`config.mk`:
```
export PLATFORM = sky130hd
export DESIGN_NAME = fetch_ctrl
export DESIGN_NICKNAME = d
export VERILOG_FILES = /design/src/rtl/fetch_ctrl.sv
export SDC_FILE = /design/constraint.sdc
export NUM_CORES = 1
export LEC_CHECK = 0
export BUFFER_PORTS_ARGS = -buffer_cell sky130_fd_sc_hd__buf_2
export CAP_MARGIN = 20
export CORE_ASPECT_RATIO = 0.7
export CORE_MARGIN = 2
export CORE_UTILIZATION = 25
export CTS_CLUSTER_DIAMETER = 30
export DETAILED_ROUTE_END_ITERATION = 7
export GPL_TIMING_DRIVEN = 0
export PLACE_DENSITY = 0.58
export RECOVER_POWER = 25
export SYNTH_ARGS = -nofsm -noshare
export SYNTH_HDL_FRONTEND = slang
export SYNTH_SLANG_ARGS = --single-unit
```
`constraint.sdc`:
```
create_clock -name clk -period 2.1 [get_ports clk]
set_input_delay 0.105 -clock clk [delete_from_list [all_inputs] [get_ports clk]]
set_output_delay 0.105 -clock clk [all_outputs]
set_load 0.01 [all_outputs]
```
`src/rtl/fetch_ctrl.sv`:
```
// fetch_ctrl: boot-loader / fetch-enable controller.
// Sequences IDLE -> LOAD (loader writes into IMEM) -> RUN (fetch enabled)
// <-> HALTED, keeps saturating fetch/load counters and a sticky flag for
// loader writes attempted after boot.
// Optional build macro FETCH_WATCHDOG_EN adds a stall watchdog that forces
// HALTED after 255 consecutive stalled RUN cycles and raises wdog_timeout.

`ifndef PC_WIDTH
`define PC_WIDTH 8
`endif

module fetch_ctrl (
  input  logic                 clk,
  input  logic                 rst,
  input  logic                 boot_wr_valid,
  input  logic [`PC_WIDTH-1:0] boot_wr_addr,
  input  logic [15:0]          boot_wr_data,
  output logic                 boot_wr_ready,
  input  logic                 boot_done,
  input  logic                 stall_req,
  input  logic                 halt_req,
  input  logic                 resume,
  output logic                 imem_we,
  output logic [`PC_WIDTH-1:0] imem_waddr,
  output logic [15:0]          imem_wdata,
  output logic                 instruction_fetch_en,
  output logic [1:0]           state,
  output logic [15:0]          fetch_count,
  output logic [15:0]          load_count,
  output logic                 boot_err,
  output logic                 wdog_timeout
);

  typedef enum logic [1:0] {
    IDLE   = 2'd0,
    LOAD   = 2'd1,
    RUN    = 2'd2,
    HALTED = 2'd3
  } state_t;

  state_t state_q;
  logic   wr_accept;
  logic   wr_illegal;
  logic   wdog_fire;

  assign state = state_q;

  // Loader handshake: only IDLE and LOAD accept writes. Reset forces
  // state_q to IDLE asynchronously, so ready reads 1 during reset while the
  // write strobe is gated off explicitly.
  assign boot_wr_ready = (state_q == IDLE) || (state_q == LOAD);
  assign wr_accept     = boot_wr_valid && boot_wr_ready && !rst;
  assign wr_illegal    = boot_wr_valid && !boot_wr_ready;

  assign imem_we    = wr_accept;
  assign imem_waddr = boot_wr_addr;
  assign imem_wdata = boot_wr_data;

  // Fetch advances only when running and nobody is holding or stopping it;
  // halt_req blocks fetch in the same cycle it is raised.
  assign instruction_fetch_en = (state_q == RUN) && !stall_req && !halt_req && !rst;

`ifdef FETCH_WATCHDOG_EN
  logic [7:0] wdog_cnt;
  logic       wdog_q;

  // The cycle whose stall would bring the streak to 255 is the firing cycle;
  // the FSM lands in HALTED on the following edge.
  assign wdog_fire    = (state_q == RUN) && stall_req && (wdog_cnt == 8'd254);
  assign wdog_timeout = wdog_q;

  // Streak of consecutive stalled RUN cycles plus the sticky timeout flag.
  always_ff @(posedge clk or posedge rst) begin
    if (rst) begin
      wdog_cnt <= 8'd0;
      wdog_q   <= 1'b0;
    end else begin
      if (wdog_fire || (state_q != RUN) || !stall_req) begin
        wdog_cnt <= 8'd0;
      end else begin
        wdog_cnt <= wdog_cnt + 8'd1;
      end
      if (wdog_fire) begin
        wdog_q <= 1'b1;
      end
    end
  end
`else
  assign wdog_fire    = 1'b0;
  assign wdog_timeout = 1'b0;
`endif

  // Control FSM and sticky illegal-write flag.
  always_ff @(posedge clk or posedge rst) begin
    if (rst) begin
      state_q  <= IDLE;
      boot_err <= 1'b0;
    end else begin
      // NOTE: sequential state uses non-blocking assignment so every register
      // in the block samples pre-edge values, matching real flip-flops.
      if (wr_illegal) begin
        boot_err <= 1'b1;
      end
      case (state_q)
        IDLE: begin
          if (boot_done) begin
            state_q <= RUN;
          end else if (boot_wr_valid) begin
            state_q <= LOAD;
          end
        end
        LOAD: begin
          if (boot_done) begin
            state_q <= RUN;
          end
        end
        RUN: begin
          if (halt_req || wdog_fire) begin
            state_q <= HALTED;
          end
        end
        HALTED: begin
          if (resume && !halt_req) begin
            state_q <= RUN;
          end
        end
        default: state_q <= IDLE;
      endcase
    end
  end

  // Saturating count of cycles in which the fetch stage advanced.
  always_ff @(posedge clk or posedge rst) begin
    if (rst) begin
      fetch_count <= 16'd0;
    end else if (instruction_fetch_en && (fetch_count != 16'hFFFF)) begin
      fetch_count <= fetch_count + 16'd1;
    end
  end

  // Saturating count of loader writes that reached IMEM.
  always_ff @(posedge clk or posedge rst) begin
    if (rst) begin
      load_count <= 16'd0;
    end else if (wr_accept && (load_count != 16'hFFFF)) begin
      load_count <= load_count + 16'd1;
    end
  end

endmodule

```
==> results of run 1 <==
==> cell usage after synthesis (5+ instances only) <==
| master | count |
|---|---|
| sky130_fd_sc_hd__and3_1 | 5 |
| sky130_fd_sc_hd__nand4_1 | 9 |
| sky130_fd_sc_hd__nor2_1 | 7 |
| sky130_fd_sc_hd__nor3_1 | 7 |
| sky130_fd_sc_hd__xnor2_1 | 7 |
| sky130_fd_sc_hd__o21ai_0 | 6 |
| sky130_fd_sc_hd__buf_4 | 25 |
| sky130_fd_sc_hd__dfrtp_1 | 35 |
| sky130_fd_sc_hd__a21oi_1 | 5 |
| sky130_fd_sc_hd__inv_1 | 6 |
| sky130_fd_sc_hd__nand3_1 | 11 |
| sky130_fd_sc_hd__xor2_1 | 14 |
| sky130_fd_sc_hd__nand2_1 | 8 |
==> how the worst max path moves through the flow <==
stage                                  to  slack [ns]  cells past startpoint
final                     fetch_count[14]        0.14                      6
after CTS                 fetch_count[14]        0.13                      6
after global routing       fetch_count[1]       0.008                      5
after global placement    fetch_count[14]        0.19                      6
after floorplan            fetch_count[1]        0.29                      4
after detailed placement  fetch_count[14]        0.14                      6
==> registers in the layout, summed over array words and instances, names as in the netlist <==
register,count
fetch_count,16
load_count,16
state,2
boot_err,1
==> where the power goes <==
group / switching [W] / total [W] / internal, W
sequential: 0.0000496 / 0.000764 / 0.000715
combinational: 0.000139 / 0.000250 / 0.000112
clock: 0.000252 / 0.000756 / 0.000504
==> logic make-up after synthesis <==
kind of cell    after synthesis  synth area share, %
mux                           5                2.805
buf+inv                      36                11.66
xor+xnor                     21                9.165
flops                        35                43.64
simple gates                 68                21.70
other cells                   1               0.1869
compound gates               26                9.601
fa+ha+maj                     2                1.247
==> layer usage <==
| layer | up-vias | global-route usage, % | wire, um |
|---|---|---|---|
| met5 | - | 0 | 0 |
| met4 | 0 | 2.593 | 29 |
| met3 | 2 | 2.672 | 227 |
| met2 | 44 | 15.15 | 2093 |
| met1 | 793 | 16.10 | 2472 |
| li1 | 819 | - | - |
==> metrics by stage <==
stage | power (W) | instance area, um2 | util, % | worst slack, ns | hold slack [ns]
3_5_place_dp | 0.001040 | 2474 | 31.56 | 0.1434 | 0.3289
2_1_floorplan | 0.0009268 | 2007 | - | 0.2927 | 0.2008
4_1_cts | 0.001809 | 2630 | 33.56 | 0.1265 | 0.03402
3_3_place_gp | 0.001028 | 2474 | 31.56 | 0.1857 | 0.3204
5_1_grt | 0.001873 | 2599 | 33.16 | 0.007947 | 0.05286
6_report | 0.001771 | 2599 | 33.16 | 0.1430 | 0.04760
==> layout make-up <==
type / instances / share of cell area, %
Buffer: 30 / 8.137
Clock buffer: 8 / 6.018
Inverter: 6 / 0.8666
Multi-Input combinational cell: 123 / 34.52
Sequential cell: 35 / 33.70
Tap cell: 101 / 4.863
Timing Repair Buffer: 68 / 11.89
==> worst max-delay path, stage by stage (launching register included) <==
cell	delay, ns
sky130_fd_sc_hd__dfrtp_1	0.39
sky130_fd_sc_hd__ha_1	0.43
sky130_fd_sc_hd__and2_0	0.20
sky130_fd_sc_hd__and4_1	0.18
sky130_fd_sc_hd__buf_2	0.17
sky130_fd_sc_hd__nand4_1	0.12
sky130_fd_sc_hd__mux2_1	0.33
==> out/qor.log, run 1 <==
[place] number of cells in the design after placement 363
[synthesis] netlist area before placement 2007 um2
[die] initial cell density of the core 25.61%
[synthesis] number of flops mapped to enable cells by yosys 0
[routing] number of antenna-violating nets in the routed design 0
[clock_network] clock-pin slew reported for the worst setup and hold paths after clock tree synthesis 0.05 ns
[timing] highest achievable clock rate 511.0 MHz
[timing] final-report max-slew violation count 0
[global_route] vias in the first global route 1506
[timing] summed negative setup slack over all endpoints 0 ns
[power] power density over the cells 681.4 nW/um2
[timing] final worst path period share 93.19%
[layout] layout filler cell count 831
[hold_path] launch point of the worst hold path boot_done
[die] die outline height 78.96 um
[hold_path] Hold Crit Depth 2
[layout] leading cell type in the layout, fill and taps excluded sky130_fd_sc_hd__buf_2
[routing] Post-Route WL 4823 um
[synthesis] Avg Cell Area, Syn 10.34 um2
[worst_setup_path] source of the worst register-to-register timing path fetch_count[0]
[die] Rows 27
[routing] detailed-router iteration count before antenna repair 4
[timing] Layout Skew 0.004338 ns
[global_route] number of antenna violations at the first check in global routing 0
[global_route] global-route wire length before repair 7569 um
[worst_setup_path] Worst Reg2Reg Path Length in Cells 6
[routing] routed vias 1658
[clock_network] worst-case clock buffer depth 2
[worst_setup_path] worst-path fanout max 8
[synthesis] synth top area cells sky130_fd_sc_hd__dfrtp_1, sky130_fd_sc_hd__buf_4, sky130_fd_sc_hd__xor2_1
[layout] net count reported at finish 302
[worst_setup_path] reg-to-reg setup timing slack 0.14 ns
[clock_network] number of sinks handled by clock tree synthesis 35
[timing] worst slew pin tran 1.356 ns
[layout] Multi-input gate area 897.1 um2
[worst_setup_path] Worst Setup Path Type flop to flop
[global_route] Total GRT Usage 10.66%
[worst_setup_path] launch point of the critical path fetch_count[0]
[die] Core Box Area 7838 um2
[layout] fraction of final layout cells with drive strength greater than 1 34.07%
[global_route] largest net degree at the start of global routing 36
[layout] number of antenna cells inserted 0
[worst_setup_path] capturing element type of the critical path flop
[clock_network] buffer type at the clock tree root sky130_fd_sc_hd__clkbuf_16
[timing] worst rel slew slack 9.490%
[synthesis] flop and latch count out of synthesis 35
[synthesis] Ys Warns 0
[hold_path] class of the most critical hold timing path primary input to flop
[timing] minimum clock period 1.957 ns
[power] IR drop worst, VDD 0.3051 mV
[worst_setup_path] data arrival time of the worst path 2.11 ns
[synthesis] Synth top area share 43.64%
[routing] drt wl/cell 13.00 um
[place] HPWL reported at the end of detailed placement 3731 um
[clock_network] number of buffers created by CTS 5
[clock_network] cts repair resizes 0
[layout] area grow syn2layout 29.49%
[place] routability congestion estimate 0.8033
[timing] final hold viol count 0
[synthesis] cell accounting for the most synthesized area sky130_fd_sc_hd__dfrtp_1
[layout] commonest cells after routing, fill and taps aside sky130_fd_sc_hd__buf_2, sky130_fd_sc_hd__dfrtp_1, sky130_fd_sc_hd__clkbuf_1
[global_route] global-route congestion overflow total 0
[place] Port-buffer cells 68
[power] leakage 1.268 nW
[die] Die W 111.1 um
[synthesis] async set or reset register ratio after synthesis 100.0%
[outcome] run status completed
[synthesis] dominant synthesized flop cell sky130_fd_sc_hd__dfrtp_1
[die] IO Pins 94
[clock_network] maximum level of the CTS H-tree 2
[synthesis] Synthesized Nets 227
[hold_path] endpoint with the worst hold slack state[0]
[synthesis] sequential fraction of the synthesis area 43.64%
[worst_setup_path] WP data required 2.25 ns
[synthesis] Mapped Cells 194
[routing] count of routing violations after the opening detailed-route iteration 80
[worst_setup_path] crit path launch type flop
[clock_network] cts-stage hold buffer count 0
[synthesis] number of distinct library cells after synthesis 40
[die] Die Area 8772 um2
[routing] per-cell via count in the routed design 4.469
[layout] Sequential Area 875.8 um2
[timing] unrepaired setup endpoints after global routing no
[clock_network] post-CTS setup-driven buffer insertion count 0
[run] count of max-cap constraint violations 0
[clock_network] latest clock arrival within the worst-skew pair 0.27 ns
[worst_setup_path] Reg-to-Reg End fetch_count[14]
[layout] final cell count without fillers 371
[timing] final setup vio count 0
[routing] number of remaining DRC errors 0
[clock_network] CTS tree built
(Power assumes the default switching activity.)
==> inputs of run 2 (changes only) <==
--- a/config.mk
+++ b/config.mk
@@ -8,7 +8,6 @@
 export BUFFER_PORTS_ARGS = -buffer_cell sky130_fd_sc_hd__buf_2
 export CAP_MARGIN = 20
 export CORE_ASPECT_RATIO = 0.7
-export CORE_MARGIN = 2
 export CORE_UTILIZATION = 25
 export CTS_CLUSTER_DIAMETER = 30
 export DETAILED_ROUTE_END_ITERATION = 7
==> out/qor.log, run 2 (same netlist as run 1, synthesis figures left out) <==
[layout] commonest cells after routing, fill and taps aside sky130_fd_sc_hd__buf_2, sky130_fd_sc_hd__dfrtp_1, sky130_fd_sc_hd__clkbuf_1
[timing] final hold viol count 0
[place] post-place instance area 2470 um2
[clock_network] buffer type at the clock tree root sky130_fd_sc_hd__clkbuf_16
[routing] routed wire length on met3 242 um
[timing] worst slew pin tran 1.374 ns
[routing] number of antenna-violating nets in the routed design 0
[worst_setup_path] CP max-delay cell sky130_fd_sc_hd__ha_1
[worst_setup_path] crit path launch type flop
[worst_setup_path] source of the worst register-to-register timing path fetch_count[0]
[routing] WL met1 2298 um
[clock_network] maximum level of the CTS H-tree 2
[layout] layout filler cell count 768
[power] IR drop worst, VDD 0.2447 mV
[timing] highest achievable clock rate 515.3 MHz
[worst_setup_path] WP data required 2.26 ns
[routing] DR WL met2 2160 um
[hold_path] launch point of the worst hold path boot_done
[timing] final setup vio count 0
[timing] Layout Skew 0.004351 ns
[layout] number of antenna cells inserted 0
[global_route] global-route congestion overflow total 0
[timing] summed negative setup slack over all endpoints 0 ns
[worst_setup_path] critical path, cell by cell ha_1 -> and2_0 -> and4_1 -> buf_2 -> nand4_1 -> mux2_1
[hold_path] class of the most critical hold timing path primary input to flop
[worst_setup_path] Worst Setup Path Type flop to flop
[global_route] Total GRT Usage 11.93%
[die] die outline height 76.96 um
[layout] net count reported at finish 302
[routing] number of remaining DRC errors 0
[die] initial cell density of the core 26.71%
[worst_setup_path] delay of the slowest cell on the worst path 0.41 ns
[clock_network] worst-case clock buffer depth 2
[global_route] number of antenna violations at the first check in global routing 0
[layout] fraction of final layout cells with drive strength greater than 1 33.70%
[timing] final-report max-slew violation count 0
[timing] worst rel slew slack 8.303%
[routing] routed vias 1667
[layout] final cell count without fillers 368
[worst_setup_path] launch point of the critical path fetch_count[0]
[layout] post-route cell area 2576 um2
[global_route] vias in the first global route 1514
[clock_network] number of sinks handled by clock tree synthesis 35
[power] leakage 1.259 nW
[timing] final worst path period share 92.41%
[routing] drt wl/cell 12.96 um
[worst_setup_path] data arrival time of the worst path 2.10 ns
[clock_network] clock-pin slew reported for the worst setup and hold paths after clock tree synthesis 0.05 ns
[layout] area grow syn2layout 28.37%
[die] Die W 109.1 um
[clock_network] number of buffers created by CTS 5
[timing] unrepaired setup endpoints after global routing no
[place] Port-buffer cells 68
[die] IO Pins 94
[routing] Post-Route WL 4770 um
[routing] per-cell via count in the routed design 4.530
[die] Rows 26
[clock_network] cts repair resizes 0
[power] power density over the cells 664.0 nW/um2
[layout] utilization after layout 34.28%
[layout] leading cell type in the layout, fill and taps excluded sky130_fd_sc_hd__buf_2
[clock_network] post-CTS setup-driven buffer insertion count 0
[global_route] global-route wire length before repair 7686 um
[outcome] run status completed
[worst_setup_path] capturing element type of the critical path flop
[place] HPWL reported at the end of detailed placement 3639 um
[global_route] largest net degree at the start of global routing 36
[routing] highest routing layer actually used met4
[die] Core Box Area 7515 um2
[place] worst-case setup slack after placement 0.1588 ns
[routing] count of routing violations after the opening detailed-route iteration 59
[die] Die Area 8396 um2
[timing] Final WS setup 0.1595 ns
[run] count of max-cap constraint violations 0
[worst_setup_path] worst-path fanout max 8
[clock_network] latest clock arrival within the worst-skew pair 0.27 ns
[routing] detailed-router iteration count before antenna repair 4
[place] number of cells in the design after placement 360
[clock_network] cts-stage hold buffer count 0
[clock_network] CTS tree built
[timing] minimum clock period 1.941 ns
[place] routability congestion estimate 0.7801
[run 2: cell types whose count changed in the layout (fill, tap and decap cells not counted)]
cell                       before  now
sky130_fd_sc_hd__clkbuf_8       2    0
sky130_fd_sc_hd__clkbuf_1      27   28
sky130_fd_sc_hd__clkinv_2       0    1
[run 2: report_power, final]
part           internal, W  total [W]  switching, W
clock network     0.000438   0.000698      0.000260
registers         0.000715   0.000766     0.0000518
logic             0.000111   0.000246      0.000136
total              0.00126    0.00171      0.000447
[run 2: critical path: cells and delay by family (launching register included)]
family	cells	cell delay [ns]
and+or+nand+nor	3	0.51
adders and majority gates	1	0.41
DFF	1	0.40
muxes	1	0.33
buffers and inverters	1	0.18
[run 2: worst paths after layout]
path | endpoint | slack [ns] | cells after the start
worst max-delay path | fetch_count[14] | 0.16 | 6
worst min-delay path | state[0] | 0.02 | 2
worst max register to register | fetch_count[14] | 0.16 | 6
worst min register to register | boot_err | 0.46 | 1
max in group asynchronous | fetch_count[14] | 1.02 | 2
min in group asynchronous | state[0] | 0.26 | 2
[run 2: metrics by stage]
stage	hold WS (ns)	power, W
6_report	0.01977	0.001711
5_1_grt	0.02238	0.001807
4_1_cts	0.01499	0.001749
3_5_place_dp	0.3078	0.001037
3_3_place_gp	0.3085	0.001027
2_1_floorplan	0.2008	0.0009268
[run 2: routing by layer]
metal / global-route usage [%] / up-vias
li1: - / 818
met1: 16.75 / 795
met2: 17.55 / 46
met3: 2.806 / 8
met4: 4.459 / 0
met5: 0 / -
[run 2: layout make-up]
cell class / count / area (um2) / area share (%)
well taps: 98 / 122.6 / 4.760
clock inverters: 1 / 5.005 / 0.1943
flip-flops and latches: 35 / 875.8 / 34.00
multi-input cells: 123 / 897.1 / 34.82
clock buffers: 7 / 132.6 / 5.148
repair buffers: 68 / 309.0 / 12.00
plain buffers: 30 / 211.5 / 8.208
inverters: 6 / 22.52 / 0.8742
